**src/rtl/led_bank_arbiter.sv**
```systemverilog
// LED bank arbiter: three requesters share one bank of five LEDs plus an
// active-low green/red pair. Round-robin grants with a minimum hold before
// preemption, a one-cycle blank gap between owners, and a free-running
// counter pattern on the LEDs while nobody owns the bank.
module led_bank_arbiter #(
    parameter int unsigned MIN_HOLD = 1200000,
    parameter int unsigned IDLE_N   = 24
) (
    input  logic       CLK,
    input  logic       RST,
    input  logic [2:0] REQ,
    input  logic [6:0] PAT0,
    input  logic [6:0] PAT1,
    input  logic [6:0] PAT2,
    output logic [2:0] GNT,
    output logic       BUSY,
    output logic       LED1,
    output logic       LED2,
    output logic       LED3,
    output logic       LED4,
    output logic       LED5,
    output logic       LEDG_N,
    output logic       LEDR_N
);

    typedef enum logic [1:0] {IDLE, GRANT, GAP} state_t;

    // hold_cnt reads 0 on the first granted cycle, so the owner has served
    // MIN_HOLD cycles once it reaches MIN_HOLD-1 at an edge.
    localparam logic [23:0] HOLD_LAST = 24'(MIN_HOLD - 1);
    localparam logic [23:0] HOLD_MAX  = 24'(MIN_HOLD);

    state_t         state;
    logic [IDLE_N:0] cnt;
    logic [23:0]    hold_cnt;
    logic [1:0]     last_owner;
    logic [1:0]     owner;
    logic [6:0]     leds;      // physical levels {LED5..LED1, LEDG_N, LEDR_N}

    logic [1:0]     sel;
    logic [6:0]     sel_pat;
    logic [6:0]     own_pat;
    logic [2:0]     own_mask;
    logic           own_req;
    logic           others;
    logic           hold_done;

    // Logical pattern -> pin levels: green/red are active-low.
    function automatic logic [6:0] phys(input logic [6:0] v);
        return {v[6:2], ~v[1:0]};
    endfunction

    // Rotating priority: search starts one past the previous owner.
    always_comb begin
        sel = 2'd0;
        case (last_owner)
            2'd0:    sel = REQ[1] ? 2'd1 : (REQ[2] ? 2'd2 : 2'd0);
            2'd1:    sel = REQ[2] ? 2'd2 : (REQ[0] ? 2'd0 : 2'd1);
            default: sel = REQ[0] ? 2'd0 : (REQ[1] ? 2'd1 : 2'd2);
        endcase
    end

    // Pattern muxes for the requester being granted and the current owner.
    always_comb begin
        sel_pat = PAT2;
        own_pat = PAT2;
        case (sel)
            2'd0:    sel_pat = PAT0;
            2'd1:    sel_pat = PAT1;
            default: sel_pat = PAT2;
        endcase
        case (owner)
            2'd0:    own_pat = PAT0;
            2'd1:    own_pat = PAT1;
            default: own_pat = PAT2;
        endcase
    end

    // Preemption terms: owner's own request and anyone else waiting.
    always_comb begin
        own_mask  = 3'b001 << owner;
        own_req   = |(REQ & own_mask);
        others    = |(REQ & ~own_mask);
        hold_done = (hold_cnt >= HOLD_LAST);
    end

    // Arbiter FSM with registered grant, busy and LED outputs.
    always_ff @(posedge CLK) begin
        if (RST) begin
            state      <= IDLE;
            GNT        <= 3'b000;
            BUSY       <= 1'b0;
            cnt        <= '0;
            hold_cnt   <= '0;
            last_owner <= 2'd2;
            owner      <= 2'd0;
            leds       <= phys(7'h00);
        end else begin
            cnt <= cnt + {{IDLE_N{1'b0}}, 1'b1};
            case (state)
                IDLE, GAP: begin
                    if (|REQ) begin
                        state      <= GRANT;
                        GNT        <= 3'b001 << sel;
                        BUSY       <= 1'b1;
                        last_owner <= sel;
                        owner      <= sel;
                        hold_cnt   <= '0;
                        leds       <= phys(sel_pat);
                    end else begin
                        state <= IDLE;
                        GNT   <= 3'b000;
                        BUSY  <= 1'b0;
                        leds  <= phys(cnt[IDLE_N -: 7]);
                    end
                end
                GRANT: begin
                    if (!own_req || (hold_done && others)) begin
                        state <= GAP;
                        GNT   <= 3'b000;
                        BUSY  <= 1'b0;
                        leds  <= phys(7'h00);
                    end else begin
                        leds <= phys(own_pat);
                        if (hold_cnt != HOLD_MAX)
                            hold_cnt <= hold_cnt + 24'd1;
                    end
                end
                default: state <= IDLE;
            endcase
        end
    end

    assign {LED5, LED4, LED3, LED2, LED1, LEDG_N, LEDR_N} = leds;

endmodule

```
**config.mk**
```make
export PLATFORM = sky130hd
export DESIGN_NAME = led_bank_arbiter
export DESIGN_NICKNAME = d
export VERILOG_FILES = /design/src/rtl/led_bank_arbiter.sv
export SDC_FILE = /design/constraint.sdc
export NUM_CORES = 1
export LEC_CHECK = 0
export CORE_ASPECT_RATIO = 1.1
export CORE_MARGIN = 1
export CORE_UTILIZATION = 55
export CTS_CLUSTER_DIAMETER = 60
export DETAILED_ROUTE_END_ITERATION = 12
export DONT_BUFFER_PORTS = 1
export GPL_ROUTABILITY_DRIVEN = 0
export GPL_TIMING_DRIVEN = 0
export PLACE_DENSITY = 0.79
export SKIP_CTS_REPAIR_TIMING = 1
export SYNTH_ARGS = -nofsm -noshare
export SYNTH_HDL_FRONTEND = slang
export SYNTH_SLANG_ARGS = --single-unit
```
**constraint.sdc**
```tcl
create_clock -name CLK -period 2 [get_ports CLK]
set_input_delay 0.1 -clock CLK [delete_from_list [all_inputs] [get_ports CLK]]
set_output_delay 0.1 -clock CLK [all_outputs]
set_load 0.005 [all_outputs]
```
After elaboration in Yosys (flattened, before gate mapping). Index checks and enable logic that the tools add are counted.

Input bits: 26. Output and inout port bits: 11. Register bits: 66.

Order comparisons: 1. Equal/unequal tests: 10. Shift operators: 2. Add/sub/neg operators: 2. Bitwise operators: 6. Mux-type cells: 25. Reductions and logical operators: 15.

Operators by type and width (number): $mux 24 (3); $pmux 24 s2 (1); $pmux 7 s2 (3); $add 25x1->25 const B (1); $add 24x1->24 const B (1); $ge 24x21->1 const B (1); $ne 24x21->1 const B (1); $mux 7 (2); $mux 2 (6); $reduce_or 3->1 (3); $eq 2x1->1 const B (4); $logic_not 2->1 (4); $ne 2x2->1 const B (4); $pmux 2 s2 (2); $and 3x3->3 (2); $mux 3 (2); $not 2->2 (3); $pmux 3 s2 (1); $shl 1x2->3 const A (2); $mux 1 (4); $reduce_and 2->1 (2); $reduce_and 4->1 (1); $not 3->3 (1); $eq 2x2->1 const B (1); 6 further kinds (6).

Depth between registers and ports, before layout. Gate-level depths: netlist (run 1).

Depth after elaboration: 8. Gate-level depth with buffers: 9.

Worst setup path after synthesis (run 1). Ideal clock, no wire load.

Kind: flip-flop to flip-flop. From: register, netlist name last_owner[0]. To: register hold_cnt[18]. Arrival time: 2.065 ns. Setup time: 0.070 ns. Buffers on the path: 2. Required time: 1.930 ns. Stages on the path, launching flop included: 9. Path slack: -0.136 ns. Period minus slack after synthesis: 2.136 ns. Path through: dfxtp_1 buf_6 or4b_4 o311ai_4 o21a_4 o211ai_4 buf_6 or4_1 a21oi_1.

RTL lines: to (signal assigned) (line 126) `hold_cnt <= hold_cnt + 24'd1;`; to (decl) (line 35) `logic [23:0] hold_cnt;`.

Worst setup path after layout (run 1).
From: register hold_cnt[19]. To: register hold_cnt[12].

Cells in the longest elaborated chain, start to end: 5.

Ends and longest elaborated chain: $ge 24x21->1 (line 84) `hold_done = (hold_cnt >= HOLD_LAST);`; $logic_and 1x1->1 (line 118) `if (!own_req || (hold_done && others)) begin`; $logic_or 1x1->1 (line 118); $ne 2x2->1 (no line); $reduce_and 4->1 (no line) (*).

Mark *: on every way between the ends. The rest lies on a longest branch, timed or not. A chain may end at the register's enable or synchronous reset.

==> results of run 1 <==
-- worst paths after layout --
path	slack, ps	startpoint	endpoint	depth (start not counted)
max	-290	hold_cnt[19]	hold_cnt[12]	7
min	50	PAT0[0]	leds[0]	2
max reg2reg	-290	hold_cnt[19]	hold_cnt[12]	7
min reg2reg	490	hold_cnt[10]	hold_cnt[10]	2
-- routing by layer --
layer	GRT usage, %	vias to the layer above
met5	0	-
met4	13.5	0
met3	7.77	43
met2	45.8	147
met1	32.0	1617
li1	-	1635
-- cells by family (layout without fill, tap and decap cells) --
family	Yosys count	count (layout)	synth area share (%)
xor gates and xnor gates	22	22	5.48
adders and majority gates	3	3	1.07
muxes	12	12	3.45
and+or+nand+nor	182	182	26.9
buffers and inverters	32	56	4.81
AOI/OAI and AO/OA	119	119	21.3
DFF	65	65	37.0
-- state kept, by name (all words and copies together), names as in the netlist --
| signal | count |
|---|---|
| BUSY | 1 |
| GNT | 3 |
| cnt | 25 |
| hold_cnt | 24 |
| last_owner | 2 |
| leds | 7 |
| owner | 1 |
| state | 2 |
-- critical path: stages, from the launching register on --
cell and delay, ps:
dfxtp_4 360, or2_4 250, or3_4 330, or4_4 510
o211ai_4 330, buf_4 220, o21ai_0 90, a21oi_1 130
-- cells in the final DEF, fill, tap and decap left out, types with 5 or more instances in the layout --
| cell type | synthesis | routed |
|---|---|---|
| nor2_1 | 44 | 44 |
| dfxtp_2 | 0 | 7 |
| a211oi_1 | 6 | 6 |
| inv_1 | 8 | 8 |
| or3_1 | 17 | 16 |
| buf_6 | 5 | 9 |
| a21oi_1 | 39 | 36 |
| nand3_1 | 24 | 21 |
| o21ai_0 | 41 | 41 |
| dfxtp_1 | 65 | 55 |
| mux2i_1 | 11 | 11 |
| nand4_1 | 10 | 10 |
| nand2_1 | 37 | 36 |
| xor2_1 | 17 | 17 |
| buf_4 | 2 | 8 |
| clkbuf_1 | 12 | 9 |
| and3_1 | 9 | 9 |
| clkbuf_8 | 0 | 9 |
| nor3_1 | 10 | 9 |
| a31oi_1 | 6 | 5 |
-- layout make-up --
class                      count  share of cell area (%)
clock buffer                   9                    3.01
inverter                       8                   0.729
sequential                    65                    32.1
clock inverter                 7                    2.28
timing repair buffer          10                    2.00
tap                           80                    2.43
buffer                        22                    3.43
multi-input combinational    338                    54.0
-- stage by stage --
stage | setup WS (ps) | hold WS, ps
2_1_floorplan | -82.4 | 363
3_3_place_gp | -309 | 397
3_5_place_dp | -361 | 397
4_1_cts | -383 | 42.5
5_1_grt | -321 | 43.7
6_report | -291 | 51.0
-- power by group --
part	switching (mW)	leakage [nW]	total (mW)	internal, mW
registers	0.0489	0.533	1.38	1.33
logic	0.270	0.812	0.452	0.182
clock network	0.542	0.106	1.24	0.701
==> metrics.txt, run 1 <==
Setup crit end kind=register; Reg area=1320 um^2; outcome=complete, but fails checks; largest net degree at the start of global routing=13; Clock Sinks=65; post-synth top area share=37.0%; vias in the first global route=3284; All-Layer GR Usage=27.3%; WP data required=2280 ps; Leak Pwr=1.45 nW; # rows=30; FMAX=0.436 GHz; DR WL/cell=17.4 um; clk_skew=9.47 ps; sequential area share after synthesis=37.0%; fillers=522; main flop type after synthesis=dfxtp_1; TritonCTS Buffers=9; Mapped Area=3510 um^2; period utilization=115%; multi-input logic area=2230 um^2; num ports=37; DP HPWL=6.13 mm; synth warn=0; RSZ-0062 raised after global routing=true; endpoints failing setup=29; Overflow after GRT=0; first-pass GRT wire length=14.6 mm; Root Driver=clkbuf_8; Post-synth top cells=65 x dfxtp_1, 44 x nor2_1, 41 x o21ai_0; synth-to-layout area growth=17.2%; CTS tree=built; placed inst area=3630 um^2; vias post-DR=3442; DRT Pass-1 Iters=5; Synth Register Bits=65; CP startpoint kind=register; vias per cell=6.39; failing checks=negative setup slack; Synth area leaders=dfxtp_1 37%, o21ai_0 5.8%, a21oi_1 5.6%; DRT Wirelength=9.36 mm; crit path DAT=2570 ps; Clk Latency, worst-skew pair=350 ps; PwrDens=747 nW/um^2; layout cells sized above 1=17.9%; cell with the most instances after synthesis=dfxtp_1; Antenna diodes=0; clk buf depth=2; Die Area=6710 um^2; Worst Tran Pin Value=688 ps; Total Nets Final=483; Initial Util=57.1%; Port Buf Inserts=0; antenna viol nets, final=0; core area=6160 um^2; async set-reset flop share out of synthesis=0%; min-delay worst type=in2reg; die width=78.2 um; Pwr Total=3.08 mW; Syn Nets=464; post-layout util=66.9%; Slew Limit Fails=0; setup TNS=-5900 ps; final worst slack=-291 ps; Inst Count DP=515; Worst slew margin=53.9%; VDD IR max=0.516 mV; Yosys cell types=56; DRC Markers=0; number of synthesized flops with an enable pin=0; Synth area leader=dfxtp_1; Final Cell Area=4120 um^2; Fin. Hold Viols=0; Period minus WS final=2290 ps; top sig layer=met4; initial antenna violation count=0; H-tree Lvls=3; met2 WL=4.57 mm; initial DRC count=210; Post-Synthesis Cells=435; CTS clk-pin slew, worst paths=80 ps; DIE HEIGHT=85.8 um; syn avg cell area=8.08 um^2; post-route insts no fill=539; Critical Path Fanout Max=6; max_cap viols=0; CP Class=reg2reg; M1 WL=3.76 mm; routed wl met3=647 um
Note: power is estimated with default switching activity, not from simulation.
==> run 2: changes to the inputs <==
--- a/config.mk
+++ b/config.mk
@@ -6,7 +6,7 @@
 export NUM_CORES = 1
 export LEC_CHECK = 0
 export CORE_ASPECT_RATIO = 1.1
-export CORE_MARGIN = 1
+export CORE_MARGIN = 3
 export CORE_UTILIZATION = 55
 export CTS_CLUSTER_DIAMETER = 60
 export DETAILED_ROUTE_END_ITERATION = 12
==> run 2 against run 1 <==
Compared with the run above:
- the flow still finishes with violations (negative setup slack)
- first-iteration DRC count grew 6.7%
- sequential power is essentially flat
- clock-buffer cell count grew 2
- sequential share of layout area grew 0.35 points
- clock skew shrank 1.4 ps
- critical path depth is the same
- largest cell class unchanged
==> metrics.txt, run 2 (synthesis gave the netlist of run 1 again) <==
first-pass GRT wire length=14.3 mm (was 14.6 mm); core area=5990 um^2 (was 6160 um^2); largest net degree at the start of global routing=12 (was 13); Port Buf Inserts=0 (unchanged); Worst Tran Pin Value=764 ps (was 688 ps); post-route insts no fill=533 (was 539); post-layout util=67.7% (was 66.9%); vias per cell=6.38 (was 6.39); RSZ-0062 raised after global routing=true (unchanged); WP data required=2280 ps (about the same); synth-to-layout area growth=15.4% (was 17.2%); Overflow after GRT=0 (unchanged); TritonCTS Buffers=9 (unchanged); Comb pwr share=14.2% (was 14.7%); Antenna diodes=0 (unchanged); CP startpoint kind=register (unchanged); Die Area=7380 um^2 (was 6710 um^2); die width=82.2 um (was 78.2 um); cell-internal power=2.24 mW (was 2.22 mW); clock share of power=41.0% (was 40.4%); Slew Limit Fails=0 (unchanged); biggest regs=cnt x25, hold_cnt x24, leds x7 (unchanged); initial DRC count=224 (was 210); Worst slew margin=48.9% (was 53.9%); Setup crit end kind=register (unchanged); Period minus WS final=2270 ps (was 2290 ps); worst hold start=PAT0[1] (was PAT0[0]); DIE HEIGHT=89.8 um (was 85.8 um); setup TNS=-5790 ps (was -5900 ps); clk buf depth=2 (unchanged); DRT Pass-1 Iters=5 (unchanged); sequential power share=44.8% (was 45.0%); Initial Util=58.7% (was 57.1%); max reg flops=25 (unchanged); CP Class=reg2reg (unchanged); PwrDens=760 nW/um^2 (was 747 nW/um^2); worst r2r src=hold_cnt[9] (was hold_cnt[19]); final worst slack=-269 ps (was -291 ps); most common cell after layout, fill and taps aside=dfxtp_1 (unchanged); vias post-DR=3399 (was 3442); crit path DAT=2550 ps (was 2570 ps); cell mode on critical path=or4_4; DRC Markers=0 (unchanged); Clk Latency, worst-skew pair=350 ps (about the same); Leak Pwr=1.44 nW (was 1.45 nW); antenna viol nets, final=0 (unchanged); outcome=complete, but fails checks (unchanged); All-Layer GR Usage=24.2% (was 27.3%); worst-path cell chain=nand2_4, or4_4, or4_4, o211a_1, buf_6, nand4_1, mux2i_1 (was or2_4, or3_4, or4_4, o211ai_4, buf_4, o21ai_0, a21oi_1); VDD IR max=0.569 mV (was 0.516 mV); vias in the first global route=3081 (was 3284); initial antenna violation count=0 (unchanged); max_cap viols=0 (unchanged); Critical-path top delay cell=or4_4 (unchanged); Inst Count DP=512 (was 515); min-delay worst type=in2reg (unchanged); Root Driver=clkbuf_8 (unchanged); Fin. Hold Viols=0 (unchanged); Biggest register=cnt (unchanged); CTS tree=built (unchanged); # rows=29 (was 30); FMAX=0.441 GHz (was 0.436 GHz); endpoint of the worst hold path=leds[1] (was leds[0]); R2R cell count=7 (unchanged); Net Sw Frac=27.2% (was 28.0%); DP HPWL=6.09 mm (was 6.13 mm); most frequent cells in the layout=56 x dfxtp_1, 44 x nor2_1, 36 x nand2_1 (was 55 x dfxtp_1, 44 x nor2_1, 41 x o21ai_0); H-tree Lvls=3 (unchanged); capture point of the worst reg-to-reg path=hold_cnt[7] (was hold_cnt[12]); period utilization=113% (was 115%); CTS clk-pin slew, worst paths=70 ps (was 80 ps); clk_skew=8.05 ps (was 9.47 ps); R2R setup slack=-270 ps (was -290 ps); Hold Path Depth=2 (unchanged); Total Nets Final=480 (was 483); sw power=838 uW (was 861 uW); DRT Wirelength=9.31 mm (was 9.36 mm); endpoints failing setup=35 (was 29); layout cells sized above 1=16.0% (was 17.9%); crit-path max cell delay=520 ps (was 510 ps); Clock Sinks=65 (unchanged); failing checks=negative setup slack (unchanged); num ports=37 (unchanged); Critical Path Fanout Max=5 (was 6); DR WL/cell=17.5 um (was 17.4 um)
## run 2: cell types whose count changed in the layout (fill, tap and decap cells not counted), sizes merged
cell / change
inv: -1
clkbuf: +2
buf: -3
clkinv: +1
clkinvlp: -2
## run 2: worst max path at each step
stage	end	slack, ps	from
after floorplan	hold_cnt[18]	-80	last_owner[0]
after global placement	hold_cnt[11]	-310	hold_cnt[0]
after detailed placement	hold_cnt[22]	-370	hold_cnt[2]
after CTS	hold_cnt[20]	-430	hold_cnt[2]
after global routing	hold_cnt[7]	-350	hold_cnt[10]
final	hold_cnt[7]	-270	hold_cnt[9]
## run 2: layer usage
| metal | part of all wire, % | up-vias | global-route usage [%] |
|---|---|---|---|
| met5 | 0 | - | 0 |
| met4 | 2.5 | 0 | 10.5 |
| met3 | 7.2 | 25 | 5.60 |
| met2 | 49 | 137 | 38.9 |
| met1 | 41 | 1605 | 30.2 |
| li1 | - | 1632 | - |
## run 2: power groups by stage
stage               Combinational (mW)  Sequential [mW]  Clock (mW)
CTS                              0.393             1.38        1.26
global placement                 0.378             1.41           0
detailed placement               0.390             1.41           0
floorplan                        0.304             1.40           0
finish                           0.436             1.38        1.26
global route                     0.474             1.39        1.31
## run 2: critical path: cells and delay by family, from the launching register on
kind                   cells  cell delay [ps]
AO/OA/AOI/OAI              1              260
buffers and inverters      1              150
flip-flops                 1              360
multiplexers               1              210
AND/OR/NAND/NOR            4             1220
## run 2: final cells by class
type                            instances  area (um^2)
Buffer                                 23          151
Clock buffer                           11          141
Clock inverter                          5         78.8
Fill cell                             472         1930
Inverter                                8         30.0
Multi-Input combinational cell        338         2200
Sequential cell                        65         1320
Tap cell                               77         96.3
Timing Repair Buffer                    6         46.3
## run 2: metrics by stage
stage / area (um^2) / hold WS [ps] / setup WS [ps] / power (mW)
after global routing: 4060 / 62.6 / -346 / 3.17
after global placement: 3630 / 393 / -308 / 1.79
after CTS: 3850 / 36.2 / -428 / 3.03
after detailed placement: 3630 / 386 / -369 / 1.80
final: 4060 / 47.4 / -269 / 3.08
after floorplan: 3530 / 363 / -82.4 / 1.70
